==> config.mk <==
export PLATFORM = sky130hd
export DESIGN_NAME = soc_data_bus
export DESIGN_NICKNAME = d
export VERILOG_FILES = /design/src/rtl/soc_bus_pkg.sv /design/src/rtl/soc_mmio_regs.sv /design/src/rtl/soc_data_bus.sv
export SDC_FILE = /design/constraint.sdc
export NUM_CORES = 1
export LEC_CHECK = 0
export ABC_AREA = 1
export CAP_MARGIN = 25
export CORE_MARGIN = 10
export CORE_UTILIZATION = 51
export CTS_CLUSTER_SIZE = 12
export DETAILED_ROUTE_END_ITERATION = 10
export PLACE_DENSITY_LB_ADDON = 0.25
export SLEW_MARGIN = 20
export SYNTH_ARGS = -nofsm -noshare
export SYNTH_HDL_FRONTEND = slang
export SYNTH_HIERARCHICAL = 1
export SYNTH_SLANG_ARGS = --single-unit
==> constraint.sdc <==
create_clock -name iCLK -period 2.7 [get_ports iCLK]
set_input_delay 0.54 -clock iCLK [delete_from_list [all_inputs] [get_ports iCLK]]
set_output_delay 0.54 -clock iCLK [all_outputs]
set_load 0.01 [all_outputs]
==> src/rtl/soc_bus_pkg.sv <==
// Shared definitions for the SoC data-side bus controller:
// FSM encoding, MMIO register offsets and region-select helper.
package soc_bus_pkg;

  typedef enum logic [1:0] {
    IDLE,
    RAM_RD,
    RAM_WR,
    ACK
  } bus_state_t;

  localparam int OFF_OUT    = 'h0;
  localparam int OFF_SW     = 'h4;
  localparam int OFF_CYCLE  = 'h8;
  localparam int OFF_STATUS = 'hC;

  // The address MSB picks the region: 0 = RAM, 1 = MMIO.
  function automatic int region_bit(input int addr_w);
    return addr_w - 1;
  endfunction

endpackage

==> src/rtl/soc_mmio_regs.sv <==
// MMIO register file: OUT, SW, CYCLE and STATUS registers,
// read mux and bad-offset error detection.
module soc_mmio_regs
  import soc_bus_pkg::*;
#(
  parameter int ADDR_W = 8,
  parameter int DATA_W = 32,
  parameter int SW_W   = 8
) (
  input  logic              clk,
  input  logic              rst,
  input  logic              wr_en,
  input  logic              rd_en,
  input  logic [ADDR_W-4:0] word_off,
  input  logic [DATA_W-1:0] wdata,
  input  logic [DATA_W/8-1:0] be,
  input  logic [SW_W-1:0]   sw,
  output logic [DATA_W-1:0] rdata,
  output logic [DATA_W-1:0] reg32
);

  localparam int OW = ADDR_W - 1;

  logic [OW-1:0]     off;
  logic              sel_out;
  logic              sel_sw;
  logic              sel_cyc;
  logic              sel_st;
  logic              bad;
  logic [DATA_W-1:0] cycle;
  logic              err;

  assign off     = {word_off, 2'b00};
  assign sel_out = off == OW'(OFF_OUT);
  assign sel_sw  = off == OW'(OFF_SW);
  assign sel_cyc = off == OW'(OFF_CYCLE);
  assign sel_st  = off == OW'(OFF_STATUS);
  assign bad     = !(sel_out || sel_sw || sel_cyc || sel_st);

  // OUT register, byte lanes written under their enables
  always_ff @(posedge clk) begin
    if (rst) begin
      reg32 <= '0;
    end else if (wr_en && sel_out) begin
      for (int i = 0; i < DATA_W/8; i++) begin
        if (be[i]) reg32[8*i +: 8] <= wdata[8*i +: 8];
      end
    end
  end

  // Free-running cycle counter; a write clears it and wins over the increment
  always_ff @(posedge clk) begin
    if (rst) begin
      cycle <= '0;
    end else if (wr_en && sel_cyc) begin
      cycle <= '0;
    end else begin
      cycle <= cycle + 1'b1;
    end
  end

  // Sticky error: set by any access to an unmapped offset, cleared by writing 1
  always_ff @(posedge clk) begin
    if (rst) begin
      err <= 1'b0;
    end else if ((wr_en || rd_en) && bad) begin
      err <= 1'b1;
    end else if (wr_en && sel_st && be[0] && wdata[0]) begin
      err <= 1'b0;
    end
  end

  // Read mux; unmapped offsets read as zero
  always_comb begin
    rdata = '0;
    unique case (1'b1)
      sel_out: rdata = reg32;
      sel_sw:  rdata[SW_W-1:0] = sw;
      sel_cyc: rdata = cycle;
      sel_st:  rdata[0] = err;
      default: ;
    endcase
  end

endmodule

==> src/rtl/soc_data_bus.sv <==
// Data-side bus controller: request/ack handshake, RAM wait states,
// read-modify-write for partial stores, MMIO dispatch.
module soc_data_bus
  import soc_bus_pkg::*;
#(
  parameter int ADDR_W   = 8,
  parameter int DATA_W   = 32,
  parameter int SW_W     = 8,
  parameter int RAM_WAIT = 0
) (
  input  logic                iCLK,
  input  logic                iRST,
  input  logic                iREQ,
  input  logic                iWE,
  input  logic [ADDR_W-1:0]   iADDR,
  input  logic [DATA_W-1:0]   iWDATA,
  input  logic [DATA_W/8-1:0] iBE,
  output logic [DATA_W-1:0]   oRDATA,
  output logic                oACK,
  output logic                oBUSY,
  output logic                oRAM_CE,
  output logic                oRAM_RD,
  output logic                oRAM_WR,
  output logic [ADDR_W-1:0]   oRAM_ADDR,
  output logic [DATA_W-1:0]   oRAM_DATA,
  input  logic [DATA_W-1:0]   iRAM_DATA,
  input  logic [SW_W-1:0]     iSW,
  output logic [DATA_W-1:0]   oREG32
);

  localparam int BE_W = DATA_W / 8;
  localparam int RB   = region_bit(ADDR_W);

  bus_state_t        state;
  bus_state_t        state_n;
  logic              accept;
  logic              is_mmio;
  logic              mmio_wr;
  logic              mmio_rd;
  logic [DATA_W-1:0] mmio_rdata;
  logic              we_q;
  logic [ADDR_W-1:2] addr_q;
  logic [DATA_W-1:0] wdata_q;
  logic [BE_W-1:0]   be_q;
  logic [3:0]        wait_q;
  logic [DATA_W-1:0] ram_wdata;
  logic [DATA_W-1:0] rdata_q;
  logic [DATA_W-1:0] merged;

  assign accept  = (state == IDLE) && iREQ;
  assign is_mmio = iADDR[RB];
  assign mmio_wr = accept && is_mmio && iWE;
  assign mmio_rd = accept && is_mmio && !iWE;

  soc_mmio_regs #(
    .ADDR_W (ADDR_W),
    .DATA_W (DATA_W),
    .SW_W   (SW_W)
  ) u_mmio (
    .clk      (iCLK),
    .rst      (iRST),
    .wr_en    (mmio_wr),
    .rd_en    (mmio_rd),
    .word_off (iADDR[ADDR_W-2:2]),
    .wdata    (iWDATA),
    .be       (iBE),
    .sw       (iSW),
    .rdata    (mmio_rdata),
    .reg32    (oREG32)
  );

  // Partial-store merge: enabled lanes from the store, the rest from RAM
  always_comb begin
    merged = wdata_q;
    for (int i = 0; i < BE_W; i++) begin
      if (!be_q[i]) merged[8*i +: 8] = iRAM_DATA[8*i +: 8];
    end
  end

  // FSM state register
  always_ff @(posedge iCLK) begin
    if (iRST) state <= IDLE;
    else      state <= state_n;
  end

  // Request capture, wait counting, read data and RAM write word
  always_ff @(posedge iCLK) begin
    if (iRST) begin
      we_q      <= 1'b0;
      addr_q    <= '0;
      wdata_q   <= '0;
      be_q      <= '0;
      wait_q    <= '0;
      ram_wdata <= '0;
      rdata_q   <= '0;
    end else begin
      if (accept) begin
        we_q      <= iWE;
        addr_q    <= iADDR[ADDR_W-1:2];
        wdata_q   <= iWDATA;
        be_q      <= iBE;
        wait_q    <= 4'(RAM_WAIT);
        ram_wdata <= iWDATA;
      end
      if (mmio_rd) rdata_q <= mmio_rdata;
      if (state == RAM_RD) begin
        if (wait_q != '0) wait_q <= wait_q - 1'b1;
        else if (we_q)    ram_wdata <= merged;
        else              rdata_q <= iRAM_DATA;
      end
    end
  end

  // Next-state and strobe decode
  always_comb begin
    state_n = state;
    oRAM_CE = 1'b0;
    oRAM_RD = 1'b0;
    oRAM_WR = 1'b0;
    oACK    = 1'b0;
    unique case (state)
      IDLE: begin
        if (iREQ) begin
          if (is_mmio || (iWE && iBE == '0))  state_n = ACK;
          else if (!iWE || iBE != '1)         state_n = RAM_RD;
          else                                state_n = RAM_WR;
        end
      end
      RAM_RD: begin
        oRAM_CE = 1'b1;
        oRAM_RD = 1'b1;
        if (wait_q == '0) state_n = we_q ? RAM_WR : ACK;
      end
      RAM_WR: begin
        oRAM_CE = 1'b1;
        oRAM_WR = 1'b1;
        state_n = ACK;
      end
      ACK: begin
        oACK    = 1'b1;
        state_n = IDLE;
      end
      default: state_n = IDLE;
    endcase
  end

  assign oBUSY     = state != IDLE;
  assign oRAM_ADDR = {addr_q, 2'b00};
  assign oRAM_DATA = ram_wdata;
  assign oRDATA    = rdata_q;

endmodule
==> key figures <==
Floorplan
  • Die ar.: 0.0225 mm2
  • DIE WIDTH: 150 um
  • Die height: 150 um
  • Starting Density: 52.0%
  • Row cnt: 47
  • # IOs: 197
  • Core region area: 0.0166 mm2

Global route
  • Initial antenna violation count: 2
  • Global-route wire length before repair: 45.2 mm
  • GR Overflow Total: 0
  • Total track usage: 25.4%
  • Largest net degree at the start of global routing: 79
  • Vias in the first global route: 8492

Timing
  • Max Slew Vio Count: 0
  • Worst-Margin Slew: 0.808 ns
  • Fmax: 436 MHz
  • Setup TNS: 0 ns
  • Hold WS: 0.465 ns
  • Slew HR: 46.1%
  • RSZ-0062 raised after global routing: false
  • Final min period: 2.29 ns
  • Setup Skew: 0.00955 ns
  • Final setup viols: 0
  • Final Cycle Share: 84.9%
  • Hold Vio Cnt, Final: 0

Job
  • Max Cap Viol: 0

Finish
  • Share of layout cells above drive strength 1: 6.50%
  • Non-Filler Instances: 1698
  • Multi-input logic area: 0.00422 mm2
  • Synth-to-Final Area Change: 30.8%
  • FILL cells: 1508
  • Final std cell area, no fill: 0.0113 mm2
  • FF+latch area: 0.00356 mm2
  • Fin nets: 1558

Pwr
  • Internal cell power: 5.94 mW
  • Worst vdd ir: 0.000813 V
  • Combinational Power Share: 33.1%
  • Sw frac: 33.9%
  • Seq pwr share: 38.3%
  • LEAKAGE: 4.49 nW
  • Clock power frac: 28.6%
  • PD cells: 797 mW/mm2
  • NetSw: 3.04 mW
  • Total power: 8.98 mW

Detailed routing
  • Overall routed net length: 29.2 mm
  • Vias: 8998
  • # DRC: 0
  • 1st-iter DRT viols: 823
  • Final ANT Viol Nets: 0
  • 1st-pass router iterations: 7
  • Via density: 5.30
  • Drt wl/cell: 17.2 um

Clocking
  • Postcts setup bufs: 0
  • CTS-repair resized insts: 0
  • Root buffer cell: clkbuf_16
  • Clk Latency, worst-skew pair: 0.44 ns
  • Clk buf depth: 2
  • CTS tree: built
  • Total CTS buffers: 17
  • H-tree depth: 4
  • Post-CTS Hold Buffers: 0
  • Clock-pin transition on the worst setup and hold timing paths: 0.07 ns
  • Sink Count: 178

Yosys
  • Proportion of netlist area held by the largest area contributor: 41.3%
  • Post-synth ARST share: 0%
  • Avg Inst Size Synth: 6.66 um2
  • Post-synth top flop: dfxtp_1
  • Mapped Cells: 1295
  • Cell variety after synth: 38
  • Seq cells post-synth: 178
  • Sequential-to-total area share from yosys stat: 41.3%
  • Synth area leader: dfxtp_1
  • Post-synth EDFFs: 0
  • Ys Warns: 6
  • Cell Area, Synth: 0.00862 mm2
  • Count leader, synth: nand2_1
  • Most frequent cells after synthesis: 326 x nand2_1, 181 x nor2_1, 178 x dfxtp_1, 153 x o21ai_0, 126 x inv_1
  • Top cells by area, synth: dfxtp_1 41%, nand2_1 14%, o21ai_0 8.9%

Critical path
  • Top delay family on crit path: buffers and inverters
  • Most used cell, CP: inv_1
  • CP Max Fanout: 4
  • Worst path cell trace: inv_1 -> ha_1 -> inv_1 -> clkdlybuf4s50_1
  • CP Data Arrival Time: 1.75 ns
  • Crit start category: flip-flop
  • Kind of critical path: flip-flop to primary output
  • CP required: 2.16 ns
  • Setup crit end kind: primary output
  • Slowest cell on crit path: clkdlybuf4s50_1
  • Critical Path Max Stage Delay: 0.55 ns
  • Crit path buf inv count: 3

Placed design
  • Port Buf Inserts: 192
  • Placed cell count: 1664
  • GPL Wtd Cong: 0.992
  • DP HPWL: 22.0 mm
  • Area after DPL: 0.0107 mm2

Outcome
  • Status: finished, final reports clean

Min path
  • Hold WC Path Type: flip-flop to flip-flop
==> state kept, by name (all words and copies together) (netlist names) <==
name	count
state	2
wdata_q	32
u_mmio/err	1
oRAM_DATA	32
be_q	4
oRDATA	32
wait_q	4
u_mmio/reg32	32
we_q	1
u_mmio/cycle	32
addr_q	6
==> worst register-to-register path, cell delays in order, from the launching register on <==
cell,delay (ns)
dfxtp_1,0.33
inv_1,0.13
ha_1,0.26
inv_1,0.10
nor2_1,0.21
nand2_4,0.28
o21ai_0,0.70
a21oi_1,0.07
==> final cells by class <==
class                      instances  area share [%]
clock buffer                      20            3.96
timing repair buffer             212            18.6
inverter                         136            4.57
tap                              220            2.44
sequential                       178            31.6
clock inverter                    12            1.40
multi-input combinational        918            37.4
antenna                            2          0.0444
==> power groups by stage <==
stage	Combinational [mW]	Clock, mW	Sequential (mW)
after floorplan	1.52	0	3.55
after global placement	2.91	0	3.47
after detailed placement	2.96	0	3.49
after CTS	2.99	2.58	3.43
after global routing	3.30	2.68	3.50
final	2.97	2.57	3.44
==> final timing paths <==
check                                               from                        to  slack [ns]  depth (start not counted)
worst max-delay path               state[0]$_SDFFE_PP0P_                     oBUSY        0.41                          4
worst min-delay path            wdata_q[15]$_SDFFE_PP0P_  wdata_q[15]$_SDFFE_PP0P_        0.47                          2
worst max register to register     state[1]$_SDFFE_PP0P_     oRDATA[20]$_SDFF_PP0_        0.48                          7
worst min register to register  wdata_q[15]$_SDFFE_PP0P_  wdata_q[15]$_SDFFE_PP0P_        0.47                          2
==> cells by family (layout without fill, tap and decap cells) <==
| kind of cell | Yosys count | in the layout | synth area share [%] |
|---|---|---|---|
| AOI/OAI and AO/OA | 329 | 329 | 19.5 |
| xor gates and xnor gates | 7 | 7 | 0.711 |
| adders and majority gates | 7 | 7 | 1.02 |
| buffers and inverters | 200 | 380 | 9.87 |
| DFF | 178 | 178 | 41.3 |
| other | 1 | 4 | 0.0435 |
| and+or+nand+nor | 573 | 573 | 27.6 |
==> per-stage QoR <==
step           setup WS (ns)  util (%)
3_5_place_dp           0.223      64.3
4_1_cts                0.371      68.0
5_1_grt                0.294      68.0
2_1_floorplan          0.602         -
6_report               0.407      68.0
3_3_place_gp           0.324      64.3
==> routing by layer <==
layer / track usage (%) / part of all wire (%) / vias to the layer above
met5: 0 / 0 / -
met4: 8.99 / 2.4 / 0
met3: 5.77 / 7.4 / 50
met2: 40.5 / 47 / 336
met1: 33.2 / 43 / 4145
li1: - / - / 4467
==> layout by cell type (no fill, tap or decap), types with 2 or more instances in the layout <==
| cell type | instances |
|---|---|
| buf_12 | 2 |
| nor2_1 | 181 |
| clkinv_2 | 6 |
| nand2_2 | 7 |
| clkdlybuf4s50_1 | 192 |
| xor2_1 | 6 |
| clkbuf_1 | 2 |
| nand4_1 | 5 |
| o21ai_1 | 47 |
| a21oi_1 | 121 |
| bufinv_16 | 3 |
| nor2_4 | 5 |
| nand3_1 | 27 |
| ha_1 | 7 |
| conb_1 | 2 |
| buf_4 | 18 |
| nand2_1 | 325 |
| nand3_2 | 2 |
| clkinvlp_4 | 3 |
| o21ai_0 | 153 |
| nor2_2 | 10 |
| inv_1 | 126 |
| inv_2 | 6 |
| diode_2 | 2 |
| o211ai_1 | 2 |
| clkbuf_16 | 17 |
| a22o_1 | 2 |
| nand2_4 | 5 |
| clkinv_4 | 3 |
| dfxtp_1 | 178 |
(Power assumes the default switching activity.)
